[src/rtl/toggle_handshake_sender_pkg.sv]
// Shared definitions for the toggle-handshake sender: FSM state encoding,
// synchronizer depth default and a sizing helper for the ack timer.
package toggle_handshake_sender_pkg;

    typedef enum logic {
        ST_IDLE     = 1'b0,
        ST_WAIT_ACK = 1'b1
    } tx_state_t;

    localparam int DEFAULT_SYNC_STAGES = 2;

    // Bits needed to hold 0..limit inclusive, never narrower than one bit.
    function automatic int timer_width(input int limit);
        return (limit < 2) ? 1 : $clog2(limit + 1);
    endfunction

endpackage

[src/rtl/toggle_handshake_sender_sync_n.sv]
// Plain N-flop synchronizer with asynchronous reset; shared by the send and
// receive sides of the toggle handshake.
module sync_n
    import toggle_handshake_sender_pkg::*;
#(
    parameter int STAGES = DEFAULT_SYNC_STAGES,
    parameter int WIDTH  = 1
) (
    input  logic             clk,
    input  logic             rst,
    input  logic [WIDTH-1:0] d,
    output logic [WIDTH-1:0] q
);

    logic [WIDTH-1:0] stage_q [STAGES];

    always_ff @(posedge clk or posedge rst) begin
        if (rst) begin
            for (int i = 0; i < STAGES; i++) begin
                stage_q[i] <= '0;
            end
        end else begin
            stage_q[0] <= d;
            for (int i = 1; i < STAGES; i++) begin
                stage_q[i] <= stage_q[i-1];
            end
        end
    end

    assign q = stage_q[STAGES-1];

endmodule

[src/rtl/toggle_handshake_sender.sv]
// Transmit end of a two-phase toggle CDC handshake: holds each accepted word on
// data_out, flips req_toggle, and waits for the synchronized ack to match.
module toggle_handshake_sender
    import toggle_handshake_sender_pkg::*;
#(
    parameter int WIDTH          = 4,
    parameter int SYNC_STAGES    = DEFAULT_SYNC_STAGES,
    parameter int TIMEOUT_CYCLES = 64,
    parameter int COUNT_W        = 16
) (
    input  logic               clk,
    input  logic               rst,
    input  logic               in_valid,
    input  logic [WIDTH-1:0]   in_data,
    output logic               in_ready,
    output logic [WIDTH-1:0]   data_out,
    output logic               req_toggle,
    input  logic               ack_toggle,
    output logic               busy,
    output logic [COUNT_W-1:0] sent_count,
    output logic               err_timeout,
    output logic               err_spurious,
    input  logic               err_clear
);

    localparam int                 TIMER_W    = timer_width(TIMEOUT_CYCLES);
    localparam logic [TIMER_W-1:0] TIMER_MAX  = TIMER_W'(TIMEOUT_CYCLES);
    localparam logic [TIMER_W-1:0] TIMER_LAST = TIMER_W'(TIMEOUT_CYCLES - 1);
    localparam bit                 TIMEOUT_EN = (TIMEOUT_CYCLES != 0);

    tx_state_t          state;
    logic               ack_s;
    logic               ack_prev;
    logic [TIMER_W-1:0] timer;
    logic               ack_done;
    logic               timeout_hit;
    logic               spurious_hit;

    sync_n #(
        .STAGES (SYNC_STAGES),
        .WIDTH  (1)
    ) u_ack_sync (
        .clk (clk),
        .rst (rst),
        .d   (ack_toggle),
        .q   (ack_s)
    );

    assign ack_done     = (ack_s == req_toggle);
    assign timeout_hit  = TIMEOUT_EN && (state == ST_WAIT_ACK) && !ack_done
                          && (timer == TIMER_LAST);
    assign spurious_hit = (state == ST_IDLE) && (ack_s != ack_prev);
    assign in_ready     = (state == ST_IDLE) & ~rst;

    // data_out is only loaded on accept, so it cannot move while req and ack differ.
    always_ff @(posedge clk or posedge rst) begin
        if (rst) begin
            state      <= ST_IDLE;
            data_out   <= '0;
            req_toggle <= 1'b0;
            timer      <= '0;
            sent_count <= '0;
            busy       <= 1'b0;
        end else begin
            case (state)
                ST_IDLE: begin
                    if (in_valid) begin
                        data_out   <= in_data;
                        req_toggle <= ~req_toggle;
                        timer      <= '0;
                        state      <= ST_WAIT_ACK;
                        busy       <= 1'b1;
                    end
                end
                ST_WAIT_ACK: begin
                    if (ack_done) begin
                        state      <= ST_IDLE;
                        busy       <= 1'b0;
                        sent_count <= sent_count + COUNT_W'(1);
                    end else if (timer != TIMER_MAX) begin
                        timer <= timer + TIMER_W'(1);
                    end
                end
                default: begin
                    state <= ST_IDLE;
                    busy  <= 1'b0;
                end
            endcase
        end
    end

    // Sticky supervision flags; a new event in the same cycle as err_clear wins.
    always_ff @(posedge clk or posedge rst) begin
        if (rst) begin
            ack_prev     <= 1'b0;
            err_timeout  <= 1'b0;
            err_spurious <= 1'b0;
        end else begin
            ack_prev     <= ack_s;
            err_timeout  <= (err_timeout & ~err_clear) | timeout_hit;
            err_spurious <= (err_spurious & ~err_clear) | spurious_hit;
        end
    end

endmodule

[config.mk]
export PLATFORM = sky130hd
export DESIGN_NAME = toggle_handshake_sender
export DESIGN_NICKNAME = d
export VERILOG_FILES = /design/src/rtl/toggle_handshake_sender_pkg.sv /design/src/rtl/toggle_handshake_sender_sync_n.sv /design/src/rtl/toggle_handshake_sender.sv
export SDC_FILE = /design/constraint.sdc
export NUM_CORES = 1
export LEC_CHECK = 0
export ABC_AREA = 1
export BUFFER_PORTS_ARGS = -buffer_cell sky130_fd_sc_hd__clkbuf_2
export CAP_MARGIN = 20
export CORE_MARGIN = 1
export CORE_UTILIZATION = 53
export DETAILED_ROUTE_END_ITERATION = 8
export HOLD_SLACK_MARGIN = 0.08
export PLACE_DENSITY = 0.8
export SLEW_MARGIN = 10
export SYNTH_ARGS = -nofsm -noshare
export SYNTH_HDL_FRONTEND = slang
export SYNTH_HIERARCHICAL = 1
export SYNTH_SLANG_ARGS = --single-unit
[constraint.sdc]
create_clock -name clk -period 2.7 [get_ports clk]
set_clock_uncertainty 0.15 [all_clocks]
set_input_delay 0.27 -clock clk [delete_from_list [all_inputs] [get_ports clk]]
set_output_delay 0.27 -clock clk [all_outputs]
set_load 0.005 [all_outputs]
==> Yosys cells after proc, flatten, opt, wreduce, memory -nomap -nowiden <==
Index checks and enable logic that the tools add are counted.
{ "word_totals": {"register_bits": 35, "input_bits": 9, "output_inout_bits": 25, "wordCells": 48} }
{ "classes": {"n_bitwise": 9, "mux": 10, "n_reduce_logical": 8, "n_addsub": 2, "n_eq_ne": 8} }
{ "op_table": {"columns": ["cell", "n"], "rows": [
  ["$mux 7", 3],
  ["$add 16x1->16 const B", 1],
  ["$pmux 7 s2", 1],
  ["$add 7x1->7 const B", 1],
  ["$eq 7x6->1 const B", 1],
  ["$ne 7x7->1 const B", 1],
  ["$reduce_and 2->1", 3],
  ["$mux 1", 4],
  ["$ne 2x1->1 const B", 2],
  ["$ne 2x2->1 const B", 2],
  ["$not 1->1", 4],
  ["$pmux 1 s2", 2],
  ["$and 1x1->1", 3],
  ["$logic_and 1x1->1", 3],
  ["$reduce_and 3->1", 1],
  ["$or 1x1->1", 2],
  ["$eq 1x1->1", 1],
  ["$logic_not 1->1", 1],
  ["$ne 1x1->1", 1]
]} }

==> Depth between registers and ports, before layout <==
{ "depth": {"depth_word": 5, "depth_mapped": 9, "ltp_nobuf": 8} }

==> By module <==
Netlist, hierarchy kept.
{ "modules_own_cells": {"columns": ["module", "area_each_um2", "seq_area_each_um2", "instances", "cells_each"], "rows": [
  ["toggle_handshake_sender", 1752.9, 825.8, 1, 217],
  ["sync_n", 53.8, 50.0, 1, 3]
]} }

==> Worst setup path before layout <==
Ideal clock, no wire load.
{ "synth_path": {"path_type": "flip-flop to flip-flop", "startpoint": "register timer[0]", "endpoint": "register timer[2]", "path_buffers": 1, "path_stages_with_launch": 10, "arrival_ns": 1.123, "setup_slack_ns": 1.304, "required_ns": 2.427, "setup_ns": 0.123, "period_less_slack_ns": 1.396, "cell_sequence": "dfrtp_1 inv_1 ha_1 inv_1 nor2_1 nand4_1 nand3_2 buf_6 nand2_1 o21ai_2"} }
{ "synth_via": {"elab_chain_cells": 4, "word_cells_on_any_way": 7, "classes_between": "add/sub: 1; eq/ne: 2; mux: 3; reduce/logical: 1"} }
{ "synth_lines": {"columns": ["item", "line_no", "rtl"], "rows": [
  ["start, declared", "toggle_handshake_sender.sv:34", "logic [TIMER_W-1:0] timer;"],
  ["start signal, assigned", "toggle_handshake_sender.sv:81", "timer <= timer + TIMER_W'(1);"],
  ["$add 7x1->7", "toggle_handshake_sender.sv:81", null],
  ["$mux 7", "toggle_handshake_sender.sv:80", "end else if (timer != TIMER_MAX) begin"],
  ["$mux 7", "toggle_handshake_sender.sv:76", "if (ack_done) begin"],
  ["$pmux 7 s2", "toggle_handshake_sender.sv:65", "case (state)"]
]} }
Parallel ways exist; a longest one is shown, timed or not. The select of a mux whose other input is x is not followed.
A chain may end at the register's enable or synchronous reset.

==> Worst setup path after layout <==
{ "layout_path": {"startpoint": "register req_toggle", "endpoint": "register timer[1]"} }
{ "layout_via": {"elab_chain_cells": 3} }
{ "layout_lines": {"columns": ["item", "line_no", "rtl"], "rows": [
  ["start, declared", "toggle_handshake_sender.sv:17", "output logic req_toggle,"],
  ["start signal, assigned", "toggle_handshake_sender.sv:69", "req_toggle <= ~req_toggle;"],
  ["$eq 1x1->1", "toggle_handshake_sender.sv:49", "assign ack_done = (ack_s == req_toggle);"],
  ["$ne 2x2->1 (no source line)", null, null],
  ["$reduce_and 3->1 (no source line)", null, null]
]} }
No other way between the ends.

==> impl_metrics.yaml <==
critical_path:
  cp_max_fo: 14
  required_ns: 2.78
  r2r_start: "req_toggle"
  cp_slowest_cell: "dfrtp_1"
  critPathLaunch: "req_toggle"
  r2r_cells: 5
  crit_path_start_kind: "flip-flop"
  critPathKind: "flip-flop to flip-flop"
  arrival_ns: 1.89
  path_cells: "xnor2_1 -> nand2_2 -> nand3_2 -> nand2_1 -> o21ai_2"
  end_kind: "flip-flop"
  timing.rr.end: "timer[1]"
  r2r_setup_slack_ns: 0.89
  slowest_delay_ns: 0.45
cells_and_area:
  reg_top3: "sent_count (16), timer (7), data_out (4)"
  mostFrequentLayoutCell: "nand2_1"
  antenna_cells: 0
  largest_register: "sent_count"
  syn_to_final_growth_pct: 17.9
  fillers: 272
  mostFrequentLayoutCells: "nand2_1, dfrtp_1, clkbuf_2, inv_1, nor2_1"
  drive_above_1_share_pct: 21.1
  final_nets: 277
  largest_reg_flops: 16
synth:
  synth_top_cell_by_area: "dfrtp_1"
  synth-adder-area-share_pct: 2.08
  synth.distinct_cells: 23
  synth-compound-area-share_pct: 6.37
  synthSimpleGateAreaFrac_pct: 31.4
  synth_area_leaders: "dfrtp_1, nand2_1, inv_1"
  synth_fp_nets: 232
  ys_ff_latch: 35
  ys_seq_area_share_pct: 48.5
  synthCells: 220
  synth.avg_cell_area_um2: 8.21
  synth_top_area_share_pct: 48.5
  synthMuxAreaShare_pct: 0
  synth_warnings: 6
  synth_top_family_by_area: "simple AND/OR/NAND/NOR gates"
  syn_area_um2: 1810
  synth-xor-area-share_pct: 4.36
clocking:
  root_buffer: "clkbuf_4"
  insertion_delay_ns: 0.34
  ctsLongestPathBuffers: 2
  clkTransAtPathRegs_ns: 0.10
  cts_setup_buffers: 0
  cts_buffers: 5
  cts_tree: "yes"
  cts_resized: 0
  htree_num_levels: 2
  clock_sinks: 35
placement:
  port_buffers: 33
  globalplace.congestion: 0.790
  post-dp-hpwl_mm: 2.46
sta:
  fin_setup_tns_ns: 0
  fin_crit_sh_pct: 67.1
  drv_slew: 0
  hold_ws_ns: 0.190
  relSlewSlack_pct: 67.7
  hold_viol_final: 0
  finalSetupViolations: 0
  grt_setup_unrepaired: "false"
  min_period_ns: 1.81
  max_freq_mhz: 552
  worst_pin_slew_ns: 0.482
pwr:
  switching_share_pct: 39.9
  clkPwrFrac_pct: 17.8
  p_sw_w: 0.000625
  irDropWorstVdd_mv: 0.593
  intPower_w: 0.000939
  power.share.combinational_pct: 33.7
  p_leak_nw: 1.11
  power_density_nw_per_um2: 734
  p_seq_share_pct: 48.5
floorplanning:
  dieWidth_um: 60.4
  num_rows: 20
  core_um2: 3150
  dieArea_um2: 3650
  dieHeight_um: 60.4
  io_pins: 34
  start_util_pct: 57.3
hold_path:
  worstHoldPathType: "input pin to asynchronous set/reset pin"
route:
  wl_mm: 3.46
  vias: 1496
  drc: 0
  drt_pass1_iterations: 4
  viasPerCell: 4.83
  ant_nets: 0
  wl_per_cell_um: 11.2
  drt_iter0_markers: 74
grt:
  grt_max_degree: 34
  grt_pass1_wl_mm: 6.37
  grt_pass1_vias: 1453
  track_usage_pct: 24.0
  antenna_found_initial: 0
  grt_remaining_overflow: 0
flow_run:
  cap_violations: 0
outcome:
  status: "completed"
==> synthesized netlist by cell type <==
master    number
nand4_1       10
ha_1           3
o21ai_1        1
nand3_2        2
nand3b_1       2
o21ai_0        6
nor2_2         2
a21oi_1        3
nor2_8         1
inv_1         28
buf_6          2
nor2_1        19
nand2_1       76
buf_2          1
nor3_1         2
xnor2_1        3
o21ai_2        6
xor2_1         6
o22ai_1        2
dfrtp_1       35
nand2_2        1
nand3_1        6
nor2_4         3
==> worst max-delay path, delay by kind of cell (launching register included) <==
kind             cells  cell delay (ns)
AO/OA/AOI/OAI        1             0.07
flip-flops           1             0.45
XOR/XNOR             1             0.16
AND/OR/NAND/NOR      3             0.88
==> repair_timing <==
action,in CTS,in global routing
endpoints found under the hold margin,42,0
endpoints found under the setup margin,0,0
hold buffers,7,0
==> worst max path at each step <==
stage	endpoint	depth (start not counted)
after floorplan	timer[2]	9
after global placement	timer[4]	5
after detailed placement	timer[1]	5
after CTS	timer[1]	5
after global routing	timer[3]	5
final	timer[1]	5
==> power by group through the flow <==
stage | combinational [W] | sequential [W] | clock (W)
2_1_floorplan | 0.000401 | 0.000743 | 0
3_3_place_gp | 0.000509 | 0.000765 | 0
3_5_place_dp | 0.000522 | 0.000767 | 0
4_1_cts | 0.000535 | 0.000759 | 0.000291
5_1_grt | 0.000607 | 0.000781 | 0.000307
6_report | 0.000528 | 0.000758 | 0.000278
==> through the flow <==
step / setup slack [ns] / utilization [%] / instance area [µm²] / instances / power [W]
after global placement: 0.953 / 63.7 / 2010 / 295 / 0.00127
after floorplan: 1.30 / - / 1810 / 220 / 0.00114
final: 0.888 / 67.6 / 2130 / 310 / 0.00156
after global routing: 0.739 / 67.6 / 2130 / 310 / 0.00170
after CTS: 0.868 / 67.6 / 2130 / 310 / 0.00158
after detailed placement: 0.888 / 63.7 / 2010 / 295 / 0.00129
==> per-layer routing <==
metal / vias to the layer above / track usage (%) / routed length (µm) / part of all wire (%)
met4: 0 / 9.63 / 61 / 1.8
met3: 7 / 7.04 / 171 / 4.9
met5: - / 0 / 0 / 0
met1: 678 / 33.9 / 1670 / 48
met2: 27 / 34.9 / 1560 / 45
li1: 784 / - / - / -
==> layout make-up <==
cell class,count,area (µm²),area share [%]
inverters,28,105,4.93
clock buffers,6,41.3,1.94
repair buffers,41,243,11.4
clock inverters,2,12.5,0.587
multi-input cells,154,798,37.5
flip-flops and latches,35,876,41.1
well taps,44,55.1,2.58
==> cells by family (layout without fill, tap and decap cells) <==
group / Yosys count / in the layout
and+or+nand+nor: 124 / 124
adders and majority gates: 3 / 3
buffers and inverters: 31 / 77
DFF: 35 / 35
AOI/OAI and AO/OA: 18 / 18
xor gates and xnor gates: 9 / 9
No activity file was read; power rests on OpenSTA's default activity.
